<file path="src/rtl/ring_buffer_arbiter.sv">
// ring_buffer_arbiter: sequencer and round-robin arbiter in front of the shared
// ring buffer. Owns occupancy (count/full/empty), drives the buffer's reset,
// enable and push/pop strobes, and qualifies its read data.
// Optional feature macro: RB_ARB_STATS_EN adds a saturating stall_cnt output.
module ring_buffer_arbiter #(
  parameter int NREQ  = 4,
  parameter int DEPTH = 8,
  parameter int WIDTH = 8,
  localparam int CW   = $clog2(DEPTH + 1),
  localparam int PW   = (NREQ > 1) ? $clog2(NREQ) : 1
) (
  input  logic                    clock,
  input  logic                    reset,
  input  logic [NREQ-1:0]         wr_req,
  input  logic [NREQ*WIDTH-1:0]   wr_data,
  output logic [NREQ-1:0]         wr_gnt,
  input  logic                    rd_req,
  output logic                    rd_gnt,
  output logic                    rd_valid,
  output logic [WIDTH-1:0]        rd_data,
  output logic                    full,
  output logic                    empty,
  output logic [CW-1:0]           count,
  output logic                    buf_reset,
  output logic                    buf_enable,
  output logic                    buf_push,
  output logic                    buf_pop,
  output logic [WIDTH-1:0]        buf_datain,
  input  logic [WIDTH-1:0]        buf_dataout
`ifdef RB_ARB_STATS_EN
  ,
  output logic [15:0]             stall_cnt
`endif
);

  localparam int PW1 = PW + 1;

  typedef enum logic {
    OP_POP  = 1'b0,
    OP_PUSH = 1'b1
  } op_e;

  logic            init_q, init_d;
  logic [CW-1:0]   count_q, count_d;
  op_e             last_op_q, last_op_d;
  logic [PW-1:0]   rr_ptr_q, rr_ptr_d;
  logic            rd_valid_q, rd_valid_d;

  logic            full_w;
  logic            empty_w;
  logic            can_push;
  logic            can_pop;
  logic            do_push;
  logic            do_pop;
  logic            sel_found;
  logic [PW-1:0]   sel_idx;
  logic [PW-1:0]   cand;
  logic [PW:0]     cand_wide;

  assign full_w  = (count_q == CW'(DEPTH));
  assign empty_w = (count_q == '0);

  // Round-robin search: scan producers starting at rr_ptr, first requester wins
  always_comb begin
    sel_found = 1'b0;
    sel_idx   = '0;
    cand_wide = '0;
    cand      = '0;
    for (int k = 0; k < NREQ; k++) begin
      cand_wide = {1'b0, rr_ptr_q} + PW1'(k);
      if (cand_wide >= PW1'(NREQ)) begin
        cand_wide = cand_wide - PW1'(NREQ);
      end
      cand = cand_wide[PW-1:0];
      if (!sel_found && wr_req[cand]) begin
        sel_found = 1'b1;
        sel_idx   = cand;
      end
    end
  end

  // Pick one operation per cycle; contention alternates against the last op
  always_comb begin
    can_pop  = init_q & rd_req & ~empty_w;
    can_push = init_q & (|wr_req) & ~full_w & sel_found;
    do_pop   = can_pop & (~can_push | (last_op_q == OP_PUSH));
    do_push  = can_push & ~do_pop;
  end

  // Grant and buffer-side strobes follow the decision in the same cycle
  always_comb begin
    wr_gnt     = '0;
    buf_datain = '0;
    if (do_push) begin
      wr_gnt[sel_idx] = 1'b1;
      buf_datain      = wr_data[sel_idx*WIDTH +: WIDTH];
    end
    rd_gnt   = do_pop;
    buf_pop  = do_pop;
    buf_push = do_push;
  end

  // Next-state for init, occupancy, alternation, rotation and read-valid
  always_comb begin
    init_d     = 1'b1;
    count_d    = count_q;
    last_op_d  = last_op_q;
    rr_ptr_d   = rr_ptr_q;
    rd_valid_d = do_pop;
    if (do_push) begin
      count_d   = count_q + CW'(1);
      last_op_d = OP_PUSH;
      if (sel_idx == PW'(NREQ - 1)) begin
        rr_ptr_d = '0;
      end else begin
        rr_ptr_d = sel_idx + PW'(1);
      end
    end else if (do_pop) begin
      count_d   = count_q - CW'(1);
      last_op_d = OP_POP;
    end
  end

  // State registers; reset discards occupancy and any pending read-valid
  always_ff @(posedge clock or negedge reset) begin
    if (!reset) begin
      init_q     <= 1'b0;
      count_q    <= '0;
      last_op_q  <= OP_PUSH;
      rr_ptr_q   <= '0;
      rd_valid_q <= 1'b0;
    end else begin
      init_q     <= init_d;
      count_q    <= count_d;
      last_op_q  <= last_op_d;
      rr_ptr_q   <= rr_ptr_d;
      rd_valid_q <= rd_valid_d;
    end
  end

  assign full       = full_w;
  assign empty      = empty_w;
  assign count      = count_q;
  assign rd_valid   = rd_valid_q;
  assign rd_data    = buf_dataout;
  assign buf_reset  = ~init_q;
  assign buf_enable = init_q;

`ifdef RB_ARB_STATS_EN
  logic [15:0] stall_cnt_q, stall_cnt_d;

  // Count cycles where a producer is blocked by a full buffer, saturating
  always_comb begin
    stall_cnt_d = stall_cnt_q;
    if (init_q && (|wr_req) && full_w && (stall_cnt_q != 16'hFFFF)) begin
      stall_cnt_d = stall_cnt_q + 16'd1;
    end
  end

  // Stall counter register
  always_ff @(posedge clock or negedge reset) begin
    if (!reset) begin
      stall_cnt_q <= '0;
    end else begin
      stall_cnt_q <= stall_cnt_d;
    end
  end

  assign stall_cnt = stall_cnt_q;
`endif

endmodule
</file>
<file path="config.mk">
export PLATFORM = sky130hd
export DESIGN_NAME = ring_buffer_arbiter
export DESIGN_NICKNAME = d
export VERILOG_FILES = /design/src/rtl/ring_buffer_arbiter.sv
export SDC_FILE = /design/constraint.sdc
export NUM_CORES = 1
export LEC_CHECK = 0
export BUFFER_PORTS_ARGS = -buffer_cell sky130_fd_sc_hd__buf_2
export CAP_MARGIN = 5
export CORE_MARGIN = 10
export CORE_UTILIZATION = 43
export DETAILED_ROUTE_END_ITERATION = 8
export PLACE_DENSITY = 0.86
export SKIP_LAST_GASP = 1
export SLEW_MARGIN = 30
export SYNTH_ARGS = -nofsm -noshare
export SYNTH_HDL_FRONTEND = slang
export SYNTH_SLANG_ARGS = --single-unit
</file>
<file path="constraint.sdc">
create_clock -name clock -period 5.6 [get_ports clock]
set_clock_uncertainty 0.1 [all_clocks]
set_input_delay 1.12 -clock clock [delete_from_list [all_inputs] [get_ports clock]]
set_output_delay 1.12 -clock clock [all_outputs]
set_load 0.005 [all_outputs]
</file>
# ---- Word level (Yosys, flattened, before mapping)
# Index checks and enable logic that the tools add are counted.
dict set report word_totals {
  in_bits 47
  regBits 9
}
dict set report classes {
  shifts 1
  reduce_logical 10
  muxes 29
  bitwise 13
  eq_ne 2
  magnitude_cmp 10
  add_sub_neg 10
}
# operator n
set op_table {}
lappend op_table {{$shiftx A32 B6 Y8} 1}
lappend op_table {{$mux W2} 9}
lappend op_table {{$lt A2 B3 Y1 const B} 5}
lappend op_table {{$mux W4} 3}
lappend op_table {{$mux W1} 11}
lappend op_table {{$ge A3 B3 Y1 const B} 3}
lappend op_table {{$bmux W1 S2} 4}
lappend op_table {{$mux W8} 1}
lappend op_table {{$sub A2 B1 Y2 const B} 4}
lappend op_table {{$and A1 B1 Y1} 7}
lappend op_table {{$add A2 B2 Y3 const B} 2}
lappend op_table {{$not A1 Y1} 5}
lappend op_table {{$add A4 B1 Y4 const B} 1}
lappend op_table {{$eq A4 B4 Y1 const B} 1}
lappend op_table {{$logic_and A1 B1 Y1} 4}
lappend op_table {{$logic_not A4 Y1} 1}
lappend op_table {{$reduce_or A4 Y1} 1}
lappend op_table {{$sub A4 B1 Y4 const B} 1}
lappend op_table {{$add A2 B1 Y3 const B} 1}
lappend op_table {{$ge A2 B3 Y1 const B} 1}
lappend op_table {{$logic_not A1 Y1} 3}
lappend op_table {{$add A2 B1 Y2 const B} 1}
lappend op_table {{$demux W1 S2} 1}
lappend op_table {{$eq A2 B2 Y1 const B} 1}
lappend op_table {{3 further kinds} 3}

# ---- Longest topological paths before layout
dict set report depth {
  word_depth 21
  depth_mapped 10
  mapped_depth_nobuf 9
}

# ---- Least setup slack after synthesis
# Ideal clock, no wire load.
dict set report synth_timing {
  kind {input-to-output}
  from {input port wr_req[1]}
  to {output port wr_gnt[0]}
  setup_slack_ns 2.217
  path_stages 7
  required_ns 4.380
  arrival_ns 2.163
  n_path_buf 2
  cell_sequence {nand3b_1 > a2bb2oi_1 > buf_4 > buf_4 > inv_1 > ha_1 > and2_1}
}
dict set report synth_between {
  elab_chain_len 19
  word_cells_on_any_way 37
}
# item line_no
set synth_lines {}
lappend synth_lines {{start: declaration} 14} ;# input logic [NREQ-1:0] wr_req,
lappend synth_lines {{branches (longest 18 deep; another with $bmux W1 S2)} n/a}
lappend synth_lines {{$mux W4 *} 94} ;# if (do_push) begin
lappend synth_lines {{end: declaration} 16} ;# output logic [NREQ-1:0] wr_gnt,
# Mark *: on every way between the ends. The select of a mux whose other input is x is not followed.

# ---- Final worst setup path
dict set report layout_timing {
  from {input port wr_req[0]}
  to {output port buf_datain[1]}
}
dict set report layout_between {
  elab_chain_len 19
  word_cells_on_any_way 33
}
# item line_no
set layout_lines {}
lappend layout_lines {{branches (longest 18 deep; another with $bmux W1 S2)} n/a}
lappend layout_lines {{$mux W8 *} 94}
lappend layout_lines {{end: declaration} 28} ;# output logic [WIDTH-1:0] buf_datain,
# Marked as above.

==> flow_metrics.py <==
metrics = {
    "outcome": {
        "status": "completed",
    },
    "min_path": {
        "min_from": "last_op_q$_DFFE_PN1P_",
        "min_path_type": "flop to flop",
    },
    "sta": {
        "fmax_mhz": 241.1,
        "setup_viol_count_final": 0,
        "worst_pin_slew_ps": 951.1,
        "finalSetupTns_ps": 0,
        "slew_violations": 0,
        "rsz0062_at_grt": "false",
        "period_share_pct": 74.08,
        "holdWs_ps": 420.7,
        "relSlewSlack_pct": 36.54,
        "period_needed_ps": 4148,
        "hold_viol_final": 0,
    },
    "power_and_ir_drop": {
        "power.internal_uw": 305.4,
        "combPwrFrac_pct": 65.2,
        "leakagePower_uw": 0.0007170,
        "p_seq_share_pct": 25.9,
        "switchingPower_uw": 242.3,
        "clock_power_share_pct": 8.9,
        "irDropWorstVdd_uv": 215.2,
        "netSwitchingFraction_pct": 44.24,
        "powerDensity_nw_per_um2": 411.9,
    },
    "setup_path": {
        "endpoint_kind": "primary output",
        "cp-startpoint": "wr_req[0]",
        "critPathTopFamily": "compound AO/OA/AOI/OAI gates",
        "worstPathRequired_ps": 4380,
        "critPathArrivalTime_ps": 2930,
        "cp_slowest_cell": "a2bb2oi_2",
        "critPathLaunchType": "primary input",
        "critPathKind": "primary input to primary output",
        "critPathMaxFanout": 15,
        "max_stage_delay_ps": 740,
        "r2r-start": "count[0]$_DFFE_PN0P_",
        "r2r_slack_ps": 3060,
        "worst-path-buf-inv": 3,
        "critPathMostFrequentCell": "buf_2",
        "path_cells": "buf_2 -> nand2_1 -> nand3b_1 -> a2bb2oi_2 -> buf_4 -> mux2i_1 -> o22ai_2 -> buf_2",
    },
    "clock_network": {
        "cts_max_level": 1,
        "tritoncts": "built",
        "cts_made_buffers": 3,
        "numClockSinks": 9,
        "root_buffer": "clkbuf_4",
        "post_cts_buffers": 0,
        "clock_latency_ps": 260,
        "cts_resized": 0,
        "cts.hold.buffers_added": 0,
        "clock_path_buffers": 2,
        "clk_pin_slew_ps": 60,
    },
    "synth": {
        "yosys_warnings": 0,
        "synth-seq-cells": 9,
        "ys_types": 34,
        "syn-cell-area_um2": 1038,
        "netlist.area_leader.share_pct": 19.28,
        "ys_seq_area_share_pct": 21.81,
        "synthesis.nets": 152,
        "synth.area.top_cells": "dfrtp_1 (19%), mux2i_1 (17%), o22ai_2 (9.6%)",
        "synthCells": 98,
        "avgSynthCellArea_um2": 10.60,
        "synth_top_cell_by_area": "dfrtp_1",
    },
    "routing": {
        "drc_errors": 0,
        "routed_wl_um": 3111,
        "ant_nets": 0,
        "wl_per_cell_um": 17.19,
        "viasPerCell": 5.083,
        "num_vias": 920,
        "drt_iter0_drc": 46,
        "drtPass1Iterations": 4,
    },
    "die": {
        "rows": 17,
        "design.die.area_um2": 4781,
        "ioPinCount": 79,
        "design.core.area_um2": 2255,
        "dieWidth_um": 69.15,
        "start_util_pct": 46.06,
        "die_y_um": 69.15,
    },
    "global_route": {
        "overflow": 0,
        "grt_util_all_layers_pct": 12.37,
        "grt_max_degree": 16,
        "grt_pass1_wl_um": 5030,
        "antenna_found_initial": 0,
        "first_global_vias": 993,
    },
    "finish": {
        "register_area_um2": 226.5,
        "nNetsFinal": 208,
        "drive_gt1_share_pct": 56.21,
        "finalNonFillerCells": 181,
        "n_fill_cell": 205,
        "diodes": 0,
        "areaGrowthSynthToFinish_pct": 28.07,
        "multi_input_area_um2": 700.7,
    },
    "placed_design": {
        "place.gp.congestion": 0.7207,
        "place.detailed.instances": 177,
        "dp_hpwl_um": 2648,
        "portBuffers": 62,
    },
    "run": {
        "drv_cap": 0,
    },
}
-- power groups by stage --
stage               clock [uW]  combinational, uW  sequential [uW]
floorplan                    0                264              137
global placement             0                344              141
detailed placement           0                358              144
CTS                       50.8                362              143
global route              54.6                393              148
finish                    48.7                357              142
-- layout make-up --
cell class                      count  area share (%)
Timing Repair Buffer               63           23.89
Multi-Input combinational cell     72           52.68
Sequential cell                     9           17.03
Clock buffer                        4           1.976
Inverter                            5           1.787
Tap cell                           28           2.634
-- metrics by stage --
| stage | power [uW] | utilization [%] | cell area, um^2 | setup WS [ps] |
|---|---|---|---|---|
| global route | 595.3 | 58.99 | 1330 | 1286 |
| CTS | 554.9 | 58.99 | 1330 | 1445 |
| floorplan | 400.7 | - | 1039 | 2217 |
| finish | 547.8 | 58.99 | 1330 | 1452 |
| detailed placement | 501.4 | 57.82 | 1304 | 1441 |
| global placement | 484.9 | 57.82 | 1304 | 1570 |
-- layer usage --
metal,up-vias,GRT usage (%),part of all wire (%)
met5,-,0,0
met4,0,5.987,2.3
met3,8,2.710,4.1
met2,28,23.79,58
met1,427,11.91,35
li1,457,-,-
-- worst reg2reg max path, stage by stage, from the launching register on --
cell     delay (ps)
dfrtp_1         480
nor4_4          340
nor2_1          160
nor2_8          250
inv_1           140
ha_1            290
a21o_1          160
a21oi_1         180
mux2i_1         230
xnor2_1         130
-- logic make-up after synthesis --
group | after synthesis | share of synthesized area (%)
AND/OR/NAND/NOR | 23 | 19.76
other | 1 | 0.3611
flip-flops | 9 | 21.81
XOR/XNOR | 3 | 2.531
AO/OA/AOI/OAI | 19 | 16.27
buffers and inverters | 17 | 11.33
adder cells (fa/ha/maj) | 7 | 9.157
multiplexers | 19 | 18.79
-- state kept, by name, summed over array words and instances (netlist names) --
signal	flops
count	4
rr_ptr_q	2
buf_enable	1
last_op_q	1
rd_valid	1
-- cell usage after synthesis, drive strengths merged --
| cell type | number |
|---|---|
| fa | 1 |
| nor3b | 1 |
| buf | 12 |
| mux2i | 18 |
| nor3 | 1 |
| dfstp | 1 |
| or2 | 1 |
| dfrtp | 8 |
| conb | 1 |
| xor2 | 1 |
| nor2 | 5 |
| inv | 4 |
| a21o | 2 |
| and2 | 5 |
| ha | 6 |
| or3 | 1 |
| a21oi | 6 |
| nor4 | 1 |
| nand2 | 4 |
| a2bb2oi | 1 |
| o22ai | 9 |
| clkinv | 1 |
| o41ai | 1 |
| nor4b | 1 |
| xnor2 | 2 |
| nand3b | 2 |
| nand3 | 1 |
| mux2 | 1 |
-- layout by cell type (no fill, tap or decap), types with 2 or more instances in the layout --
cell type / synthesis / final
nand2_8: 2 / 2
inv_1: 4 / 4
clkbuf_4: 0 / 3
a21o_1: 2 / 2
nand3b_1: 2 / 2
mux2i_1: 18 / 18
ha_1: 6 / 6
nor2_1: 4 / 4
and2_1: 4 / 4
buf_2: 0 / 62
a21oi_1: 6 / 6
xnor2_1: 2 / 2
dfrtp_1: 8 / 8
o22ai_2: 8 / 8
-- worst paths after layout --
kind / depth (start not counted) / end
worst max-delay path: 8 / buf_datain[1]
worst min-delay path: 1 / last_op_q$_DFFE_PN1P_
worst max register to register: 9 / count[3]$_DFFE_PN0P_
worst min register to register: 1 / last_op_q$_DFFE_PN1P_
max in group asynchronous: 1 / last_op_q$_DFFE_PN1P_
min in group asynchronous: 1 / count[3]$_DFFE_PN0P_
Power figures use the tool's default switching activity.
